File: src/rtl/vec_mem_sequencer.sv
`default_nettype none
// +----------------------------------------------------------------------------+
// | vec_mem_sequencer: strided, masked vector load/store over a req/ack port.   |
// | Revision 1.0 - initial release                                              |
// +----------------------------------------------------------------------------+
module vec_mem_sequencer #(
    parameter int DATA_W   = 16,
    parameter int ELEMS    = 16,
    parameter int ADDR_W   = 16,
    parameter int STRIDE_W = 8,
    parameter int CNT_W    = $clog2(ELEMS)
) (
    input  logic                    Clk1,
    input  logic                    Reset,
    input  logic                    cmd_valid,
    output logic                    cmd_ready,
    input  logic                    cmd_store,
    input  logic [ADDR_W-1:0]       cmd_base,
    input  logic [STRIDE_W-1:0]     cmd_stride,
    input  logic [CNT_W-1:0]        cmd_count,
    input  logic [ELEMS-1:0]        cmd_mask,
    input  logic [ELEMS*DATA_W-1:0] st_vec,
    output logic [ELEMS*DATA_W-1:0] ld_vec,
    output logic                    done,
    output logic                    mem_req,
    output logic                    mem_we,
    output logic [ADDR_W-1:0]       mem_addr,
    output logic [DATA_W-1:0]       mem_wdata,
    input  logic                    mem_ack,
    input  logic [DATA_W-1:0]       mem_rdata
);

    typedef enum logic [1:0] {
        IDLE = 2'd0,
        XFER = 2'd1,
        DONE = 2'd2
    } state_t;

    localparam logic [CNT_W-1:0] C_MAX_IDX = CNT_W'(ELEMS - 1);

    state_t                  state_q, state_d;
    logic [CNT_W-1:0]        idx_q, idx_d;
    logic [CNT_W-1:0]        count_q, count_d;
    logic [ADDR_W-1:0]       addr_q, addr_d;
    logic [STRIDE_W-1:0]     stride_q, stride_d;
    logic                    store_q, store_d;
    logic [ELEMS-1:0]        mask_q, mask_d;
    logic [ELEMS*DATA_W-1:0] snap_q, snap_d;
    logic [ELEMS*DATA_W-1:0] ld_vec_q, ld_vec_d;

    logic                    w_lane_en;
    logic                    w_advance;
    logic [ADDR_W-1:0]       w_stride_ext;

    assign w_lane_en    = mask_q[idx_q];
    assign w_stride_ext = {{(ADDR_W-STRIDE_W){stride_q[STRIDE_W-1]}}, stride_q};

    always_comb begin
        state_d   = state_q;
        idx_d     = idx_q;
        count_d   = count_q;
        addr_d    = addr_q;
        stride_d  = stride_q;
        store_d   = store_q;
        mask_d    = mask_q;
        snap_d    = snap_q;
        ld_vec_d  = ld_vec_q;
        w_advance = 1'b0;

        case (state_q)
            IDLE: begin
                if (cmd_valid) begin
                    store_d  = cmd_store;
                    addr_d   = cmd_base;
                    stride_d = cmd_stride;
                    count_d  = (cmd_count > C_MAX_IDX) ? C_MAX_IDX : cmd_count;
                    mask_d   = cmd_mask;
                    snap_d   = st_vec;
                    idx_d    = '0;
                    if (!cmd_store) begin
                        ld_vec_d = '0;
                    end
                    state_d  = XFER;
                end
            end
            XFER: begin
                // A disabled lane costs one cycle; an enabled one waits for its ack.
                w_advance = !w_lane_en || mem_ack;
                if (w_lane_en && mem_ack && !store_q) begin
                    ld_vec_d[int'(idx_q)*DATA_W +: DATA_W] = mem_rdata;
                end
                if (w_advance) begin
                    if (idx_q == count_q) begin
                        state_d = DONE;
                    end else begin
                        idx_d  = idx_q + 1'b1;
                        addr_d = addr_q + w_stride_ext;
                    end
                end
            end
            DONE: begin
                state_d = IDLE;
            end
            default: begin
                state_d = IDLE;
            end
        endcase
    end

    always_ff @(posedge Clk1) begin
        if (!Reset) begin
            state_q  <= IDLE;
            idx_q    <= '0;
            count_q  <= '0;
            addr_q   <= '0;
            stride_q <= '0;
            store_q  <= 1'b0;
            mask_q   <= '0;
            snap_q   <= '0;
            ld_vec_q <= '0;
        end else begin
            state_q  <= state_d;
            idx_q    <= idx_d;
            count_q  <= count_d;
            addr_q   <= addr_d;
            stride_q <= stride_d;
            store_q  <= store_d;
            mask_q   <= mask_d;
            snap_q   <= snap_d;
            ld_vec_q <= ld_vec_d;
        end
    end

    // Outputs decode flops only, so they hold steady through memory wait states.
    assign cmd_ready = (state_q == IDLE);
    assign done      = (state_q == DONE);
    assign mem_req   = (state_q == XFER) && w_lane_en;
    assign mem_we    = mem_req && store_q;
    assign mem_addr  = addr_q;
    assign mem_wdata = (mem_req && store_q) ? snap_q[int'(idx_q)*DATA_W +: DATA_W] : '0;
    assign ld_vec    = ld_vec_q;

endmodule
`default_nettype wire

File: config.mk
export PLATFORM = sky130hd
export DESIGN_NAME = vec_mem_sequencer
export DESIGN_NICKNAME = d
export VERILOG_FILES = /design/src/rtl/vec_mem_sequencer.sv
export SDC_FILE = /design/constraint.sdc
export NUM_CORES = 1
export LEC_CHECK = 0
export CAP_MARGIN = 20
export CORE_AREA = 2 2 235 237
export DETAILED_ROUTE_END_ITERATION = 8
export DIE_AREA = 0 0 237 239
export PLACE_DENSITY = 0.74
export SLEW_MARGIN = 20
export SYNTH_ARGS = -nofsm -noshare
export SYNTH_HDL_FRONTEND = slang
export SYNTH_SLANG_ARGS = --single-unit
File: constraint.sdc
create_clock -name Clk1 -period 8 [get_ports Clk1]
set_input_delay 1.6 -clock Clk1 [delete_from_list [all_inputs] [get_ports Clk1]]
set_output_delay 1.6 -clock Clk1 [all_outputs]
set_load 0.1 [all_outputs]
==> results_dict.tcl <==
set metrics [dict create \
    fin_crit_ns 5.90 \
    reg2reg_to "ld_vec[63]" \
    synth_fp_nets 2961 \
    fin_skew_ns 0.0107 \
    synthDistinctLibCells 66 \
    power_leakage_nw 11.2 \
    coreArea_um2 54300 \
    initial_core_util_pct 43.8 \
    viasPerCell 5.85 \
    wl_per_cell_um 24.5 \
    cp-end-kind "output port" \
    hold_viol 0 \
    finish.net_count 3430 \
    die_y_um 239 \
    cts_tree "yes" \
    hold_depth 2 \
    rsz0062_at_grt "false" \
    r2r_slack_ns 4.02 \
    cts_setup_buffers 0 \
    finalSetupTns_ns 0 \
    fin_util_pct 59.0 \
    reg2reg_from "idx_q[1]" \
    setup_viol 0 \
    synth_edf_count 0 \
    num_vias 22446 \
    synth-main-ff-cell "dfxtp_1" \
    crit_required_ns 6.40 \
    worst_ir_drop_vdd_uv 191 \
    clock.fmax_mhz 170 \
    routed_wl_um 94100 \
    rows 86 \
    area_delta_synth_final_pct 34.6 \
    max_cap_viol_count 0 \
    status "completed" \
    postCtsHoldBufs 0 \
    h-tree-depth 2 \
    drive_gt1_share_pct 7.51 \
    clockBufferDepth 3 \
    dp_hpwl_um 69400 \
    clk_latency_ns 0.61 \
    crit_type "flip-flop to output port" \
    fin_crit_sh_pct 73.7 \
    ys_seq_area_share_pct 47.3 \
    root_buffer "clkbuf_16" \
    reg2regPathDepth 8 \
    dieArea_um2 56600 \
    ys_warn_count 0 \
    worst_setup_path_start_kind "flip-flop" \
    ioPinCount 613 \
    ys_seq_elements 563 \
    place_congestion 1.05 \
    cp.arrival_ns 4.30 \
    antenna_left 0 \
    cts_made_buffers 57 \
    syn_area_um2 23800 \
    dr.first_iter.drc_count 2186 \
    power_density_nw_per_um2 217 \
    synth_cells 2618 \
    grt_pass1_wl_um 136000 \
    worstPathMaxFanout 68 \
    path_clk_slew_ns 0.06 \
    maxSlewHeadroom_pct 24.3 \
    holdWs_ns 0.461 \
    io_buffer_count 612 \
    holdPathEnd "ld_vec[116]" \
    synthArstFlopShare_pct 0 \
    overflow 0 \
    drtPass1Iterations 6 \
    cts_resized 0 \
    tightest_slew_ns 1.13 \
    avgSynthCellArea_um2 9.09 \
    die_x_um 237 \
    grt_max_degree 205 \
    antenna_found_initial 9 \
    grt_pass1_vias 21741 \
    drc 0 \
    grt_usage_pct 31.9 \
    hp-class "flip-flop to flip-flop" \
    holdCritStartpoint "ld_vec[116]" \
    drv_slew 0 \
    clock_sinks 563 \
]
-- worst max-delay path by stage --
stage / startpoint / endpoint / slack, ns
after floorplan: idx_q[0] / mem_wdata[10] / 2.96
after global placement: idx_q[1] / mem_wdata[1] / 2.80
after detailed placement: idx_q[1] / mem_wdata[1] / 2.71
after CTS: idx_q[1] / mem_wdata[1] / 2.05
after global routing: idx_q[1] / mem_wdata[1] / 1.90
final: idx_q[1] / mem_wdata[1] / 2.10
-- cell families after synthesis --
| family | share of synthesized area [%] |
|---|---|
| xor gates and xnor gates | 0.552 |
| DFF | 47.3 |
| adders and majority gates | 1.19 |
| AOI/OAI and AO/OA | 20.4 |
| muxes | 8.08 |
| and+or+nand+nor | 18.2 |
| buffers and inverters | 4.21 |
-- critical path, stage by stage (launching register included) --
cell             delay [ns]
dfxtp_4                0.48
buf_4                  0.73
a211o_1                0.26
nand4_1                0.18
and2_1                 0.25
nor2_1                 0.12
buf_4                  0.27
and3_1                 0.23
clkdlybuf4s50_1        1.15
-- registers in the layout (all words and copies together), names as in the netlist --
signal / flops
ld_vec: 256
snap_q: 256
mask_q: 16
mem_addr: 16
stride_q: 8
count_q: 4
idx_q: 4
state_q: 2
store_q: 1
-- stage by stage --
step | setup slack (ns) | power [mW] | cell area (µm²) | instances
final | 2.10 | 6.96 | 32000 | 3838
after global routing | 1.90 | 7.18 | 32000 | 3835
after CTS | 2.05 | 6.97 | 32000 | 3833
after detailed placement | 2.71 | 4.29 | 30100 | 3732
after global placement | 2.80 | 4.26 | 30100 | 3732
after floorplan | 2.96 | 3.82 | 23800 | 2618
-- cell type report --
type	instances	area, µm²
fill	4572	22300
multi-input combinational	1815	11600
sequential	563	11300
timing repair buffer	635	6330
clock buffer	80	1700
tap	704	881
clock inverter	21	204
inverter	15	56.3
antenna	5	12.5
-- layout by cell type, fill, tap and decap left out, types with 8 or more instances in the layout --
cell type	instances
a21boi_0	287
a21oi_1	23
a32o_1	30
and2_1	15
and3_1	19
buf_4	21
clkbuf_16	59
clkbuf_8	14
clkdlybuf4s50_1	610
clkinv_2	13
dfxtp_1	560
ha_1	21
inv_1	15
mux2i_1	10
mux4_2	80
nand2_1	856
nand2b_1	9
nand3_1	43
nor2_1	25
nor2_4	9
nor2b_1	12
o21ai_0	21
o22ai_1	83
o31ai_1	8
o32ai_1	130
or3_1	20
xor2_1	9
-- cells in the mapped netlist, drive strengths merged, types with 2 or more instances --
cell | count | share of area [%]
a21oi | 25 | 0.59
a21o | 4 | 0.13
nand2 | 857 | 14
o211ai | 6 | 0.21
a31oi | 6 | 0.16
o21bai | 3 | 0.095
o32ai | 130 | 4.8
mux2 | 2 | 0.095
clkbuf | 169 | 2.7
o31ai | 8 | 0.25
nor4 | 4 | 0.11
or2 | 8 | 0.21
o21a | 7 | 0.22
dfxtp | 563 | 47
a21boi | 287 | 9.1
mux4 | 80 | 7.6
nand2b | 10 | 0.26
o22ai | 83 | 2.2
and3 | 19 | 0.50
a22oi | 2 | 0.063
o311ai | 2 | 0.074
nor3 | 9 | 0.21
ha | 21 | 1.1
mux2i | 10 | 0.42
nand4 | 6 | 0.16
nor2 | 37 | 0.84
xnor2 | 6 | 0.22
or4 | 2 | 0.095
a32o | 30 | 1.3
o221ai | 2 | 0.074
or3 | 20 | 0.53
inv | 15 | 0.24
a211o | 4 | 0.15
xor2 | 9 | 0.33
a211oi | 4 | 0.15
o21ai | 23 | 0.48
nor2b | 12 | 0.32
and2 | 16 | 0.42
buf | 56 | 1.3
o211a | 5 | 0.21
nand3b | 2 | 0.063
nand3 | 43 | 0.90
-- report_power, final --
group          switching [mW]  total (mW)  internal, mW
clock network            1.14        2.71          1.57
registers               0.145        3.09          2.94
logic                   0.726        1.16         0.438
-- layer usage --
metal	part of all wire (%)	vias to the layer above	GRT usage (%)
met5	0.065	-	0
met4	9.6	10	27.6
met3	8.5	326	6.67
met2	46	1256	52.0
met1	36	10680	35.8
li1	-	10174	-
Note: power is estimated with default switching activity, not from simulation.
